[config.mk]
export PLATFORM = sky130hd
export DESIGN_NAME = display_driver_arbiter
export DESIGN_NICKNAME = d
export VERILOG_FILES = /design/src/rtl/display_pkg.sv /design/src/rtl/rr_pick.sv /design/src/rtl/display_driver_arbiter.sv
export SDC_FILE = /design/constraint.sdc
export NUM_CORES = 1
export LEC_CHECK = 0
export BUFFER_PORTS_ARGS = -buffer_cell sky130_fd_sc_hd__buf_4
export CAP_MARGIN = 20
export CORE_MARGIN = 8
export CORE_UTILIZATION = 45
export CTS_BUF_LIST = sky130_fd_sc_hd__clkbuf_2
export CTS_CLUSTER_SIZE = 16
export DETAILED_ROUTE_END_ITERATION = 8
export GPL_TIMING_DRIVEN = 1
export PLACE_DENSITY = 0.77
export SYNTH_ARGS = -nofsm -noshare
export SYNTH_HDL_FRONTEND = slang
export SYNTH_SLANG_ARGS = --single-unit
export TNS_END_PERCENT = 100
[constraint.sdc]
create_clock -name clk -period 11.8 [get_ports clk]
set_input_delay 2.36 -clock clk [delete_from_list [all_inputs] [get_ports clk]]
set_output_delay 2.36 -clock clk [all_outputs]
set_load 0.02 [all_outputs]
[src/rtl/display_pkg.sv]
// display_pkg -- shared constants for the display driver arbiter.
//   State encoding for the arbiter FSM (kept as plain localparams so the
//   encoding is visible to legacy tools and waveform viewers), the blank
//   segment pattern and the field widths of one digit write.
package display_pkg;

  localparam logic [1:0] IDLE      = 2'd0;
  localparam logic [1:0] START     = 2'd1;
  localparam logic [1:0] WAIT_BUSY = 2'd2;
  localparam logic [1:0] WAIT_DONE = 2'd3;

  localparam int SEG_W  = 8;
  localparam int DSEL_W = 4;
  localparam int IDX_W  = 3;  // requester index / owner width, covers up to 8 requesters

  localparam logic [SEG_W-1:0] SEG_BLANK = 8'hFF;

endpackage : display_pkg

[src/rtl/rr_pick.sv]
// rr_pick -- combinational winner selection among NREQ requesters.
//   FIXED_PRIO = 0 : first asserted request at or after ptr_i, wrapping.
//   FIXED_PRIO = 1 : lowest asserted index wins; ptr_i is ignored.
// Ports:
//   req_i    [NREQ-1:0]  request vector
//   ptr_i    [IDX_W-1:0] round-robin start position (0..NREQ-1)
//   grant_o  [IDX_W-1:0] winning index (0 when valid_o is low)
//   valid_o              at least one request is asserted
module rr_pick
  import display_pkg::*;
#(
  parameter int NREQ       = 3,
  parameter int FIXED_PRIO = 0
) (
  input  logic [NREQ-1:0]  req_i,
  input  logic [IDX_W-1:0] ptr_i,
  output logic [IDX_W-1:0] grant_o,
  output logic             valid_o
);

  localparam int SEL_W = (NREQ > 1) ? $clog2(NREQ) : 1;

  logic [IDX_W-1:0] rr_idx;
  logic             rr_vld;
  logic [IDX_W-1:0] fp_idx;
  logic             fp_vld;

  // Both pickers are always built; the parameter only selects the result.
  // Loops run from the highest candidate down so the preferred candidate is
  // the last one written.
  always_comb begin
    int cand;
    cand   = 0;
    rr_idx = '0;
    rr_vld = 1'b0;
    fp_idx = '0;
    fp_vld = 1'b0;
    for (int i = NREQ - 1; i >= 0; i--) begin
      if (req_i[SEL_W'(i)]) begin
        fp_vld = 1'b1;
        fp_idx = IDX_W'(i);
      end
    end
    for (int off = NREQ - 1; off >= 0; off--) begin
      cand = (int'(ptr_i) + off) % NREQ;
      if (req_i[SEL_W'(cand)]) begin
        rr_vld = 1'b1;
        rr_idx = IDX_W'(cand);
      end
    end
  end

  assign grant_o = (FIXED_PRIO != 0) ? fp_idx : rr_idx;
  assign valid_o = (FIXED_PRIO != 0) ? fp_vld : rr_vld;

endmodule : rr_pick

[src/rtl/display_driver_arbiter.sv]
// display_driver_arbiter -- shares one shift display driver between NREQ
// requesters. One digit write is granted at a time: the winner's data is
// latched onto drv_seg_data/drv_digit_sel, drv_start is pulsed, and the
// driver busy is tracked to completion (done) or timeout (err).
// Ports:
//   clk, rst_n            clock, asynchronous active-low reset
//   req [NREQ]            per-requester write request (level)
//   req_seg_data [8*NREQ] packed segment bytes, slice i = [8i+7:8i]
//   req_digit_sel[4*NREQ] packed digit selects, slice i = [4i+3:4i]
//   ack/done/err [NREQ]   one-hot single-cycle pulses to the requesters
//   drv_seg_data, drv_digit_sel, drv_start  to the driver
//   drv_busy              from the driver
//   owner [3]             current / last granted requester
//   active                high while a transaction is in progress
module display_driver_arbiter
  import display_pkg::*;
#(
  parameter int NREQ       = 3,
  parameter int FIXED_PRIO = 0,
  parameter int BUSY_TMO   = 64,
  parameter int TMO_W      = 7
) (
  input  logic                   clk,
  input  logic                   rst_n,
  input  logic [NREQ-1:0]        req,
  input  logic [SEG_W*NREQ-1:0]  req_seg_data,
  input  logic [DSEL_W*NREQ-1:0] req_digit_sel,
  output logic [NREQ-1:0]        ack,
  output logic [NREQ-1:0]        done,
  output logic [NREQ-1:0]        err,
  output logic [SEG_W-1:0]       drv_seg_data,
  output logic [DSEL_W-1:0]      drv_digit_sel,
  output logic                   drv_start,
  input  logic                   drv_busy,
  output logic [IDX_W-1:0]       owner,
  output logic                   active
);

  localparam logic [TMO_W-1:0] TMO_LAST = TMO_W'(BUSY_TMO - 1);

  logic [1:0]        state_q, state_d;
  logic [IDX_W-1:0]  ptr_q, ptr_d;
  logic [IDX_W-1:0]  owner_q, owner_d;
  logic [TMO_W-1:0]  tmo_q, tmo_d;
  logic [NREQ-1:0]   ack_q, ack_d;
  logic [NREQ-1:0]   done_q, done_d;
  logic [NREQ-1:0]   err_q, err_d;
  logic [SEG_W-1:0]  seg_q, seg_d;
  logic [DSEL_W-1:0] dsel_q, dsel_d;
  logic              start_q, start_d;
  logic              active_q, active_d;

  logic [IDX_W-1:0]  pick_idx;
  logic              pick_vld;
  logic [NREQ-1:0]   pick_oh;
  logic [NREQ-1:0]   owner_oh;
  logic [SEG_W-1:0]  pick_seg;
  logic [DSEL_W-1:0] pick_dsel;
  logic [IDX_W-1:0]  ptr_next;

  rr_pick #(
    .NREQ       (NREQ),
    .FIXED_PRIO (FIXED_PRIO)
  ) u_pick (
    .req_i   (req),
    .ptr_i   (ptr_q),
    .grant_o (pick_idx),
    .valid_o (pick_vld)
  );

  assign pick_oh  = NREQ'(1) << pick_idx;
  assign owner_oh = NREQ'(1) << owner_q;
  assign ptr_next = (pick_idx == IDX_W'(NREQ - 1)) ? '0 : pick_idx + 1'b1;

  // Constant-base slice mux for the winner's data.
  always_comb begin
    pick_seg  = '0;
    pick_dsel = '0;
    for (int i = 0; i < NREQ; i++) begin
      if (pick_idx == IDX_W'(i)) begin
        pick_seg  = req_seg_data[i*SEG_W +: SEG_W];
        pick_dsel = req_digit_sel[i*DSEL_W +: DSEL_W];
      end
    end
  end

  // NOTE: every variable gets a default at the top of the block, so no path
  // leaves one unassigned and no latch is inferred.
  always_comb begin
    state_d = state_q;
    ptr_d   = ptr_q;
    owner_d = owner_q;
    tmo_d   = tmo_q;
    seg_d   = seg_q;
    dsel_d  = dsel_q;
    ack_d   = '0;
    done_d  = '0;
    err_d   = '0;
    start_d = 1'b0;
    case (state_q)
      IDLE: begin
        // A busy driver here is owned elsewhere or stale: hold off the grant.
        if (pick_vld && !drv_busy) begin
          ack_d   = pick_oh;
          owner_d = pick_idx;
          seg_d   = pick_seg;
          dsel_d  = pick_dsel;
          if (FIXED_PRIO == 0) ptr_d = ptr_next;
          state_d = START;
        end
      end
      START: begin
        start_d = 1'b1;
        tmo_d   = '0;
        state_d = WAIT_BUSY;
      end
      WAIT_BUSY: begin
        if (drv_busy) begin
          state_d = WAIT_DONE;
        end else if (tmo_q == TMO_LAST) begin
          // Counter stops at the exit value, so it never wraps.
          err_d   = owner_oh;
          state_d = IDLE;
        end else begin
          tmo_d = tmo_q + 1'b1;
        end
      end
      WAIT_DONE: begin
        if (!drv_busy) begin
          done_d  = owner_oh;
          state_d = IDLE;
        end
      end
      default: state_d = IDLE;
    endcase
    active_d = (state_d != IDLE);
  end

  // NOTE: state registers use non-blocking assignments so every flop samples
  // the pre-edge values regardless of statement order.
  always_ff @(posedge clk or negedge rst_n) begin
    if (!rst_n) begin
      state_q  <= IDLE;
      ptr_q    <= '0;
      owner_q  <= '0;
      tmo_q    <= '0;
      ack_q    <= '0;
      done_q   <= '0;
      err_q    <= '0;
      seg_q    <= SEG_BLANK;
      dsel_q   <= '0;
      start_q  <= 1'b0;
      active_q <= 1'b0;
    end else begin
      state_q  <= state_d;
      ptr_q    <= ptr_d;
      owner_q  <= owner_d;
      tmo_q    <= tmo_d;
      ack_q    <= ack_d;
      done_q   <= done_d;
      err_q    <= err_d;
      seg_q    <= seg_d;
      dsel_q   <= dsel_d;
      start_q  <= start_d;
      active_q <= active_d;
    end
  end

  assign ack           = ack_q;
  assign done          = done_q;
  assign err           = err_q;
  assign drv_seg_data  = seg_q;
  assign drv_digit_sel = dsel_q;
  assign drv_start     = start_q;
  assign owner         = owner_q;
  assign active        = active_q;

endmodule : display_driver_arbiter

==> results of run 1 <==
-- final cells by class --
cell class / count / area [um^2]
inverters: 9 / 33.8
flip-flops and latches: 38 / 961
clock buffers: 5 / 25.0
repair buffers: 68 / 510
clock inverters: 3 / 16.3
well taps: 75 / 93.8
fillers: 526 / 2590
multi-input cells: 245 / 1690
-- synth_stat cells (all sizes together), types with 2 or more instances --
cell,n
nand2b,14
and3,6
ha,18
nand2,34
a21o,4
nor3,9
dfstp,8
mux2,5
nor2,20
a211oi,3
and2,2
nor4,5
buf,7
o21ai,21
o21a,2
nor2b,5
inv,8
a21oi,21
a211o,14
or3,3
nand3b,4
nand3,5
dfrtp,30
clkbuf,8
or2,3
xor2,5
nor3b,2
a32o,12
o31ai,2
o31a,2
nand4,4
mux2i,4
xnor2,4
-- per-layer routing --
layer / global-route usage, % / routed length [um] / vias to the layer above
met5: 0 / 0 / -
met4: 4.49 / 57 / 0
met3: 4.88 / 415 / 6
met2: 24.6 / 3160 / 83
met1: 20.1 / 3090 / 1165
li1: - / - / 1252
-- worst paths after layout --
| kind | depth (start not counted) | from | endpoint | slack (ns) |
|---|---|---|---|---|
| min in group asynchronous | 1 | rst_n | done[1]$_DFF_PN0_ | 1.87 |
| worst min register to register | 2 | tmo_q[6]$_DFFE_PN0P_ | tmo_q[6]$_DFFE_PN0P_ | 0.53 |
| worst max-delay path | 15 | ptr_q[0]$_DFFE_PN0P_ | drv_seg_data[3]$_DFFE_PN1P_ | 6.15 |
| worst min-delay path | 2 | tmo_q[6]$_DFFE_PN0P_ | tmo_q[6]$_DFFE_PN0P_ | 0.53 |
| max in group asynchronous | 1 | rst_n | drv_seg_data[6]$_DFFE_PN1P_ | 9.53 |
| worst max register to register | 15 | ptr_q[0]$_DFFE_PN0P_ | drv_seg_data[3]$_DFFE_PN1P_ | 6.15 |
-- critical path: stages, from the launching register on --
cell	delay (ns)
dfrtp_1	0.82
clkinv_1	0.42
ha_1	0.48
ha_1	0.26
ha_1	0.28
nor2_1	0.12
o21ai_0	0.08
o2111a_1	0.29
ha_1	0.21
a211o_1	0.29
or2_2	0.32
o31a_1	0.36
o31ai_1	0.30
o21ai_2	0.33
nor2_1	0.74
a32o_1	0.28
-- sequential cells by signal (all words and copies together), names as in the netlist --
name,count
drv_seg_data,8
drv_digit_sel,4
err,3
ack,3
drv_start,1
done,3
state_q,2
tmo_q,7
active,1
ptr_q,3
owner,3
-- placed cells by master, fill, tap and decap left out, types with 2 or more instances in the layout --
cell	count
a211o_1	14
mux2_2	4
inv_1	8
a21o_1	4
or3_1	3
buf_4	68
or2_2	3
and2_1	2
o31a_1	2
nor2_1	20
mux2i_1	4
nand3_1	5
dfstp_2	8
o21ai_0	19
xor2_1	4
nand2_1	34
dfrtp_1	30
ha_1	18
o31ai_1	2
clkinv_1	2
nor3_1	9
a211oi_2	2
nand3b_1	4
nor3b_1	2
nor4_1	5
xnor2_1	3
clkbuf_2	5
o21a_1	2
nand4_1	4
nand2b_1	14
and3_1	6
a21oi_1	20
a32o_1	12
nor2b_1	5
-- cells by family after synthesis --
| kind of cell | Yosys count |
|---|---|
| flip-flops | 38 |
| AO/OA/AOI/OAI | 91 |
| adder cells (fa/ha/maj) | 18 |
| buffers and inverters | 24 |
| multiplexers | 9 |
| AND/OR/NAND/NOR | 118 |
| XOR/XNOR | 9 |
-- stage by stage --
stage / cell area [um^2] / hold slack [ns]
after floorplan: 2750 / 0.477
after global placement: 3290 / 0.491
after detailed placement: 3290 / 0.491
after CTS: 3330 / 0.533
after global routing: 3330 / 0.552
final: 3330 / 0.529
==> results.md, run 1 <==
* Outcome: complete, no violations
* Vias in the first global route at about 2.5k
* WL/cell at 15.2 um
* Ys flop type: dfrtp_1
* Worst-Margin Slew at 1.02 ns
* Ports at between 60 and 70
* Syn Std Cell Area at 0.00275 mm^2
* Total track usage at about 16%
* Hpwl dp at 5160 um
* PortBufs at 67
* Die W at 94.2 um
* Synth-to-Final Area Change at 21.0%
* Nets@finish at 427
* Ys async rst share at 100%
* Setup slack after placement at 6.21 ns
* Synthesized instance count at 307
* FF+latch count, synth at 38
* Slew Limit Headroom at 32.2%
* Fin. Hold Viols at 0
* Yosys warnings at 0
* First-pass DRT Iterations at 4
* Clk sinks at 38
* Critical Path AT at 5.96 ns
* GPL Wtd Cong at 0.904
* Die H at about 94 um
* Post-synthesis simple-gate area fraction at a little over a fifth
* Post-DR vias/cell at about 5.7
* Complex-gate fraction of the synthesized area at 23.9%
* RSZ-0062 raised after global routing: no
* Number of inserted diodes at 0
* Clk_lat worst skew at 0.39 ns
* Root Buffer: clkbuf_2
* Peak Freq at about 180 MHz
* Final non-filler cell total at 443
* Die area at 0.00887 mm^2
* First-pass GRT wire length at 11,500 um
* 1st-iter DRT viols at roughly 140
* Sequential share of the synthesized area at 34.9%
* Hold_buf cts at 0
* Final setup fails at 0
* Vias at 2,506
* Routed WL at roughly 6700 um
* Synth Area in XOR/XNOR at roughly 3.4%
* Final core occ at 56.2%
* Setup_tns at 0 ns
* CTS H-Tree Depth at 2
* Layout cells sized above 1 at a little over a quarter
* Post-Syn Nets at 367
* Max Cap Viol at 0
* Clk buf depth at 2
* CTS Buf Count at 5
* Crit path time final at 5.65 ns
* Worst clock skew at 0.0331 ns
* Initial antenna violation count at 0
* Worst Path Required at 12.11 ns
* Multiplexer share of the synthesized area at about 3.6%
* Fin worst setup slack at ~6.2 ns
* Reg clk slew, reported paths at between 0.2 and 0.25 ns
* Top cell type's share of synthesized area at between 20% and 30%
* Mean Syn Cell Area at 8.96 um^2
* Crit start category: flop
* Rows at 28
* EDFF count, synth at 0
* Post-CTS Setup Repair Bufs at 0
* Top cell type by total area after synthesis: dfrtp_1
* Post-CTS resize count at 0
* Largest net degree at the start of global routing at 39
* Detailed-route DRC error count at 0
* Synth Area in Adders at 8.19%
* Congestion Overflow GR at 0
* Placed Cells at between 400 and 500
* Crit end category: flop
* Critical-path maximum fanout at 26
* Antenna-violating nets left at 0
* CTS tree: built
* Tcrit/Tclk final at 47.9%
* Core Area at 0.00592 mm^2
* Class of the worst hold path: reg2reg
* Slew Viols, Final at 0
* Initial Util at 46.4%
* Largest family of logic cells by synthesized area: compound AO/OA/AOI/OAI gates
* Synth top area cells: dfrtp_1 27%, ha_1 8.2%, dfstp_2 7.6%
* Crit Path Class: reg2reg
* Synth cell types at 53
Power of run 1 is left out: the tool's default activity adds up to more than one toggle a clock period on the data nets, which glitch-free logic cannot reach.
==> run 2, diff against run 1 <==
--- a/config.mk
+++ b/config.mk
@@ -5,6 +5,7 @@
 export SDC_FILE = /design/constraint.sdc
 export NUM_CORES = 1
 export LEC_CHECK = 0
+export ABC_AREA = 1
 export BUFFER_PORTS_ARGS = -buffer_cell sky130_fd_sc_hd__buf_4
 export CAP_MARGIN = 20
 export CORE_MARGIN = 8
==> constraint.sdc (replaced) <==
create_clock -name clk -period 5.65 [get_ports clk]
set_input_delay 1.13 -clock clk [delete_from_list [all_inputs] [get_ports clk]]
set_output_delay 1.13 -clock clk [all_outputs]
set_load 0.02 [all_outputs]
==> run 2 against run 1 <==
Compared with the run above:
- final area is 3.3% higher
- routed wire length is 7.7% higher
- clock-buffer cell count unchanged
- synthesized area is 2.3% higher
- flip-flop and latch count did not move
- critical endpoint is now drv_digit_sel[2]$_DFFE_PN0P_
==> results.md, run 2 <==
* Placed Cells at approximately 540
* Post-CTS resize count at 0
* Hpwl dp at 5680 um
* Top cell type's share of synthesized area at 26.7%
* Worst clock skew at between 0.01 and 0.015 ns
* Tcrit/Tclk final at slightly below 80%
* Number of flip-flops in the largest register at 8
* Crit Path Class: reg2reg
* WL/cell at 13.3 um
* Die H at 95.1 um
* Critical Path Start: ptr_q[0]$_DFFE_PN0P_
* Post-Syn Nets at roughly 460
* Clk sinks at 38
* Congestion Overflow GR at 0
* Slew Limit Headroom at 63.1%
* RSZ-0062 raised after global routing: no
* Die W at 95.1 um
* Synthesized instance count at 401
* Vias at between 2k and 3k
* Hold_buf cts at 0
* Fill cell count at a little over 600
* Synth cell types at 36
* EDFF count, synth at 0
* Reg clk slew, reported paths at 0.19 ns
* Top cell type by total area after synthesis: dfrtp_1
* CTS Buf Count at 5
* Final non-filler cell total at 543
* Crit path time final at 4.36 ns
* Mean Syn Cell Area at 7.02 um^2
* Post-CTS Setup Repair Bufs at 0
* Peak Freq at ~230 MHz
* Max incr delay on CP at around 0.63 ns
* Detailed-route DRC error count at 0
* FF/Latch Area at 961 um^2
* Critical-path maximum fanout at 21
* Die area at 0.00904 mm^2
* Critical-path top delay cell: dfrtp_1
* Post-DR vias/cell at 4.98
* Ys flop type: dfrtp_1
* Synth cell count leaders: 116 x nand2_1, 60 x inv_1, 45 x nand3_1
* Commonest cells after routing, fill and taps aside: 116 x nand2_1, 67 x buf_4, 60 x inv_1, 45 x nand3_1, 30 x dfrtp_1
* Crit start category: flop
* Worst-Margin Slew at between 0.5 and 0.6 ns
* R2R Setup Slk at 1.29 ns
* Fin worst setup slack at 1.29 ns
* Most common cell on crit path: nand2_1
* First-pass DRT Iterations at 4
* Critical R2R Capture: drv_digit_sel[2]$_DFFE_PN0P_
* Number of inserted diodes at 0
* Layout cells sized above 1 at 24.2%
* Crit path cell chain: inv_1, ha_1, ha_1, ha_1, inv_1, nand3_2, nand2_1, nand2_1, ha_1, inv_1, nand4_1, nand2_2, nand2_1, nand2_1, nand2_2, nand3_1, nand3_2, inv_1, o21ai_0, inv_1, nand2_1, nand2_1
* Total track usage at 16.5%
* First-pass GRT wire length at 11,900 um
* Sequential share of the synthesized area at 34.1%
* Core Area at 0.00620 mm^2
* PortBufs at 67
* Critical path destination: drv_digit_sel[2]$_DFFE_PN0P_
* 1st-iter DRT viols at 150
* Final core occ at between 50% and 60%
* Routed WL at 7240 um
* Antenna-violating nets left at 0
* Synth-to-Final Area Change at 22.1%
* Max Cap Viol at 0
* Vias in the first global route at roughly 2.6k
* Outcome: complete, no violations
* Fin. Hold Viols at 0
* Setup_tns at 0 ns
* Syn Std Cell Area at 0.00281 mm^2
* Area occupied by multi-input gates at 0.00153 mm^2
* Final setup fails at 0
* CTS H-Tree Depth at 2
* Initial antenna violation count at 0
* FF+latch count, synth at 38
* Slew Viols, Final at 0
* Ys async rst share at 100%
* Commonest non-fill, non-tap cell in the layout: nand2_1
* Class of the worst hold path: reg2reg
* Initial Util at 45.4%
* Rows at 29
* Ports at 68
* Clk_lat worst skew at 0.39 ns
* Worst Path Required at 6.00 ns
* Yosys warnings at 0
* CTS tree: built
* Nets@finish at 525
* Synth top area cells: dfrtp_1 27%, nand2_1 15%, ha_1 8.0%
* Worst r2r src: ptr_q[0]$_DFFE_PN0P_
* Clk buf depth at 2
* Largest net degree at the start of global routing at 39
* Cell count of the worst reg-to-reg path at 22
* Root Buffer: clkbuf_2
* Crit end category: flop
* Setup slack after placement at 1.32 ns
* Critical Path AT at 4.71 ns
* GPL Wtd Cong at 0.843
* Most frequent cell after synthesis: nand2_1
[run 2: layout make-up]
cell class | instances | share of cell area, %
Sequential cell | 38 | 28.0
Tap cell | 77 | 2.80
Clock buffer | 5 | 0.728
Multi-Input combinational cell | 285 | 44.6
Inverter | 68 | 7.43
Clock inverter | 3 | 1.86
Timing Repair Buffer | 67 | 14.6
[run 2: per-layer routing]
layer  track usage (%)  vias up  routed length, um
met3              3.70       15                445
li1                  -     1395                  -
met1              19.7     1237               3100
met2              27.5       57               3480
met5                 0        -                  0
met4              7.93        0                223
[run 2: logic make-up after synthesis]
group,count (synthesis),share of synthesized area (%)
AND/OR/NAND/NOR,224,37.0
buffers and inverters,78,11.4
AO/OA/AOI/OAI,40,8.45
flip-flops,38,34.1
adder cells (fa/ha/maj),18,8.00
XOR/XNOR,2,0.623
multiplexers,1,0.356
[run 2: through the flow]
step                area (um^2)  hold slack [ns]
finish                     3440            0.481
global route               3440            0.509
CTS                        3440            0.483
detailed placement         3350            0.457
global placement           3350            0.456
floorplan                  2810            0.499
[run 2: critical path: cells and delay by family, from the launching register on]
kind                     cells  cell delay [ns]
AO/OA/AOI/OAI                1             0.17
adder cells (fa/ha/maj)      4             1.02
buffers and inverters        5             1.14
flip-flops                   1             0.63
AND/OR/NAND/NOR             12             1.36
[run 2: worst min-delay path by stage]
stage	start	end	depth (start not counted)
2_1_floorplan	state_q[1]$_DFF_PN0_	state_q[1]$_DFF_PN0_	1
3_3_place_gp	drv_seg_data[0]$_DFFE_PN1P_	drv_seg_data[0]$_DFFE_PN1P_	2
3_5_place_dp	drv_seg_data[0]$_DFFE_PN1P_	drv_seg_data[0]$_DFFE_PN1P_	2
4_1_cts	drv_seg_data[0]$_DFFE_PN1P_	drv_seg_data[0]$_DFFE_PN1P_	2
5_1_grt	drv_seg_data[1]$_DFFE_PN1P_	drv_seg_data[1]$_DFFE_PN1P_	2
6_report	drv_seg_data[0]$_DFFE_PN1P_	drv_seg_data[0]$_DFFE_PN1P_	2
Power of run 2 is left out for the same reason.
==> run 3, diff against run 2 <==
--- a/config.mk
+++ b/config.mk
@@ -14,7 +14,7 @@
 export CTS_CLUSTER_SIZE = 16
 export DETAILED_ROUTE_END_ITERATION = 8
 export GPL_TIMING_DRIVEN = 1
-export PLACE_DENSITY = 0.77
+export PLACE_DENSITY = 0.8
 export SYNTH_ARGS = -nofsm -noshare
 export SYNTH_HDL_FRONTEND = slang
 export SYNTH_SLANG_ARGS = --single-unit
==> constraint.sdc (replaced) <==
create_clock -name clk -period 3.8 [get_ports clk]
set_input_delay 0.76 -clock clk [delete_from_list [all_inputs] [get_ports clk]]
set_output_delay 0.76 -clock clk [all_outputs]
set_load 0.02 [all_outputs]
==> run 3 against run 2 <==
Compared with the run above:
- largest cell class unchanged
- final cell count grew 3.1%
- register-to-register slack got worse by 1.1 ns
- critical endpoint is now drv_seg_data[2]$_DFFE_PN1P_
- utilization up 3.1 points
- critical path depth down 1
- clock skew grew 0.0088 ns
==> results.md, run 3 (synthesis results as in run 2) <==
* Outcome: complete, no violations
* Number of flip-flops in the largest register at 8
* Die H at 95.1 um
* Congestion Overflow GR at 0
* Clk buf depth at 2
* Tcrit/Tclk final at about 94%
* Vias at ~2.8k
* Peak Freq at 279 MHz
* Fin. Hold Viols at 0
* Die W at 95.1 um
* CTS Buf Count at 5
* Commonest cells after routing, fill and taps aside: 111 x nand2_1, 79 x buf_4, 56 x inv_1, 43 x nand3_1, 28 x dfrtp_1
* Final setup fails at 0
* Layout cells sized above 1 at 30.6%
* Largest net degree at the start of global routing at 39
* Number of inserted diodes at 0
* Vias in the first global route at 2,633
* Clk sinks at 38
* Synth-to-Final Area Change at 28.9%
* Slew Viols, Final at 0
* Commonest non-fill, non-tap cell in the layout: nand2_1
* Nets@finish at 542
* R2R Setup Slk at 0.22 ns
* First-pass DRT Iterations at 4
* Cell count of the worst reg-to-reg path at 21
* Max Cap Viol at 0
* Worst r2r src: ptr_q[0]$_DFFE_PN0P_
* Crit Path Class: reg2reg
* Worst clock skew at around 0.023 ns
* Worst-Margin Slew at 0.475 ns
* Detailed-route DRC error count at 0
* Fill cell count at about 570
* GPL Wtd Cong at 0.939
* Critical Path AT at roughly 4 ns
* Class of the worst hold path: in2async
* 1st-iter DRT viols at ~150
* Slew Limit Headroom at about two thirds
* CTS H-Tree Depth at 2
* Total track usage at ~16%
* Critical R2R Capture: drv_seg_data[2]$_DFFE_PN1P_
* Clk_lat worst skew at 0.38 ns
* Die area at around 0.009 mm^2
* Root Buffer: clkbuf_2
* Initial antenna violation count at 0
* Final core occ at 58.5%
* Rows at 29
* First-pass GRT wire length at 11,800 um
* Hpwl dp at roughly 5800 um
* Crit start category: flop
* PortBufs at between 60 and 70
* Initial Util at 45.4%
* Post-DR vias/cell at 4.98
* FF/Latch Area at 963 um^2
* Critical-path maximum fanout at 7
* Core Area at 0.00620 mm^2
* Ports at 68
* Hold_buf cts at 0
* Worst Path Required at 4.14 ns
* WL/cell at 13.4 um
* Antenna-violating nets left at 0
* CTS tree: built
* Reg clk slew, reported paths at approximately 0.2 ns
* Crit path time final at about 3.6 ns
* Area occupied by multi-input gates at between 0.0015 and 0.002 mm^2
* Crit end category: flop
* Routed WL at 7510 um
[run 3: area by class of cell]
cell class / count / area share (%)
multi-input cells: 287 / 44.9
flip-flops and latches: 38 / 26.6
repair buffers: 82 / 17.8
inverters: 68 / 7.04
well taps: 77 / 2.66
clock buffers: 6 / 0.828
clock inverters: 2 / 0.241
[run 3: timing repair]
item,in CTS,in global routing
endpoints found under the setup margin,6,22
hold endpoints to repair,0,0
gates resized for setup,2,28
buffers inserted,0,8
gates cloned,0,2
pin swaps,0,7
[run 3: worst max path at each step]
stage | start | end | slack [ns] | depth (start not counted)
2_1_floorplan | ptr_q[0]$_DFFE_PN0P_ | drv_seg_data[1]$_DFFE_PN1P_ | 0.39 | 23
3_3_place_gp | ptr_q[2]$_DFFE_PN0P_ | ptr_q[1]$_DFFE_PN0P_ | 0.16 | 23
3_5_place_dp | ptr_q[1]$_DFFE_PN0P_ | drv_digit_sel[1]$_DFFE_PN0P_ | -0.03 | 21
4_1_cts | ptr_q[1]$_DFFE_PN0P_ | drv_digit_sel[1]$_DFFE_PN0P_ | 0.03 | 21
5_1_grt | ptr_q[0]$_DFFE_PN0P_ | drv_seg_data[2]$_DFFE_PN1P_ | -0.05 | 21
6_report | ptr_q[0]$_DFFE_PN0P_ | drv_seg_data[2]$_DFFE_PN1P_ | 0.22 | 21
[run 3: worst max-delay path, stage by stage (launching register included)]
cell	delay, ns
dfrtp_1	0.46
inv_1	0.08
buf_4	0.17
ha_1	0.21
a21oi_1	0.17
xor2_1	0.25
ha_1	0.23
nand2_1	0.08
nand2_1	0.11
mux2i_2	0.31
o211ai_1	0.19
nand2_2	0.16
inv_1	0.09
nor2_1	0.21
a21boi_4	0.09
buf_12	0.15
buf_6	0.12
nor2_4	0.18
nand3_1	0.09
nand2_1	0.08
nand2_1	0.06
nand2_1	0.06
[run 3: per-layer routing]
metal  GRT usage [%]  up-vias  routed length (um)
met5               0        -                   0
met4            5.85        0                 134
met3            2.91       13                 409
met2            27.0       67                3790
met1            20.2     1278                3180
li1                -     1433                   -
[run 3: stage by stage]
step | instance area (um^2) | hold WS (ns) | setup WS (ns) | instances | TNS (ns)
floorplan | 2810 | 0.464 | 0.386 | 401 | 0
global placement | 3410 | 0.456 | 0.157 | 542 | 0
detailed placement | 3410 | 0.458 | -0.0306 | 542 | -0.0814
CTS | 3450 | 0.306 | 0.0347 | 550 | 0
global route | 3630 | 0.310 | -0.0528 | 560 | -0.224
finish | 3630 | 0.306 | 0.218 | 560 | 0
Power of run 3 is left out for the same reason.
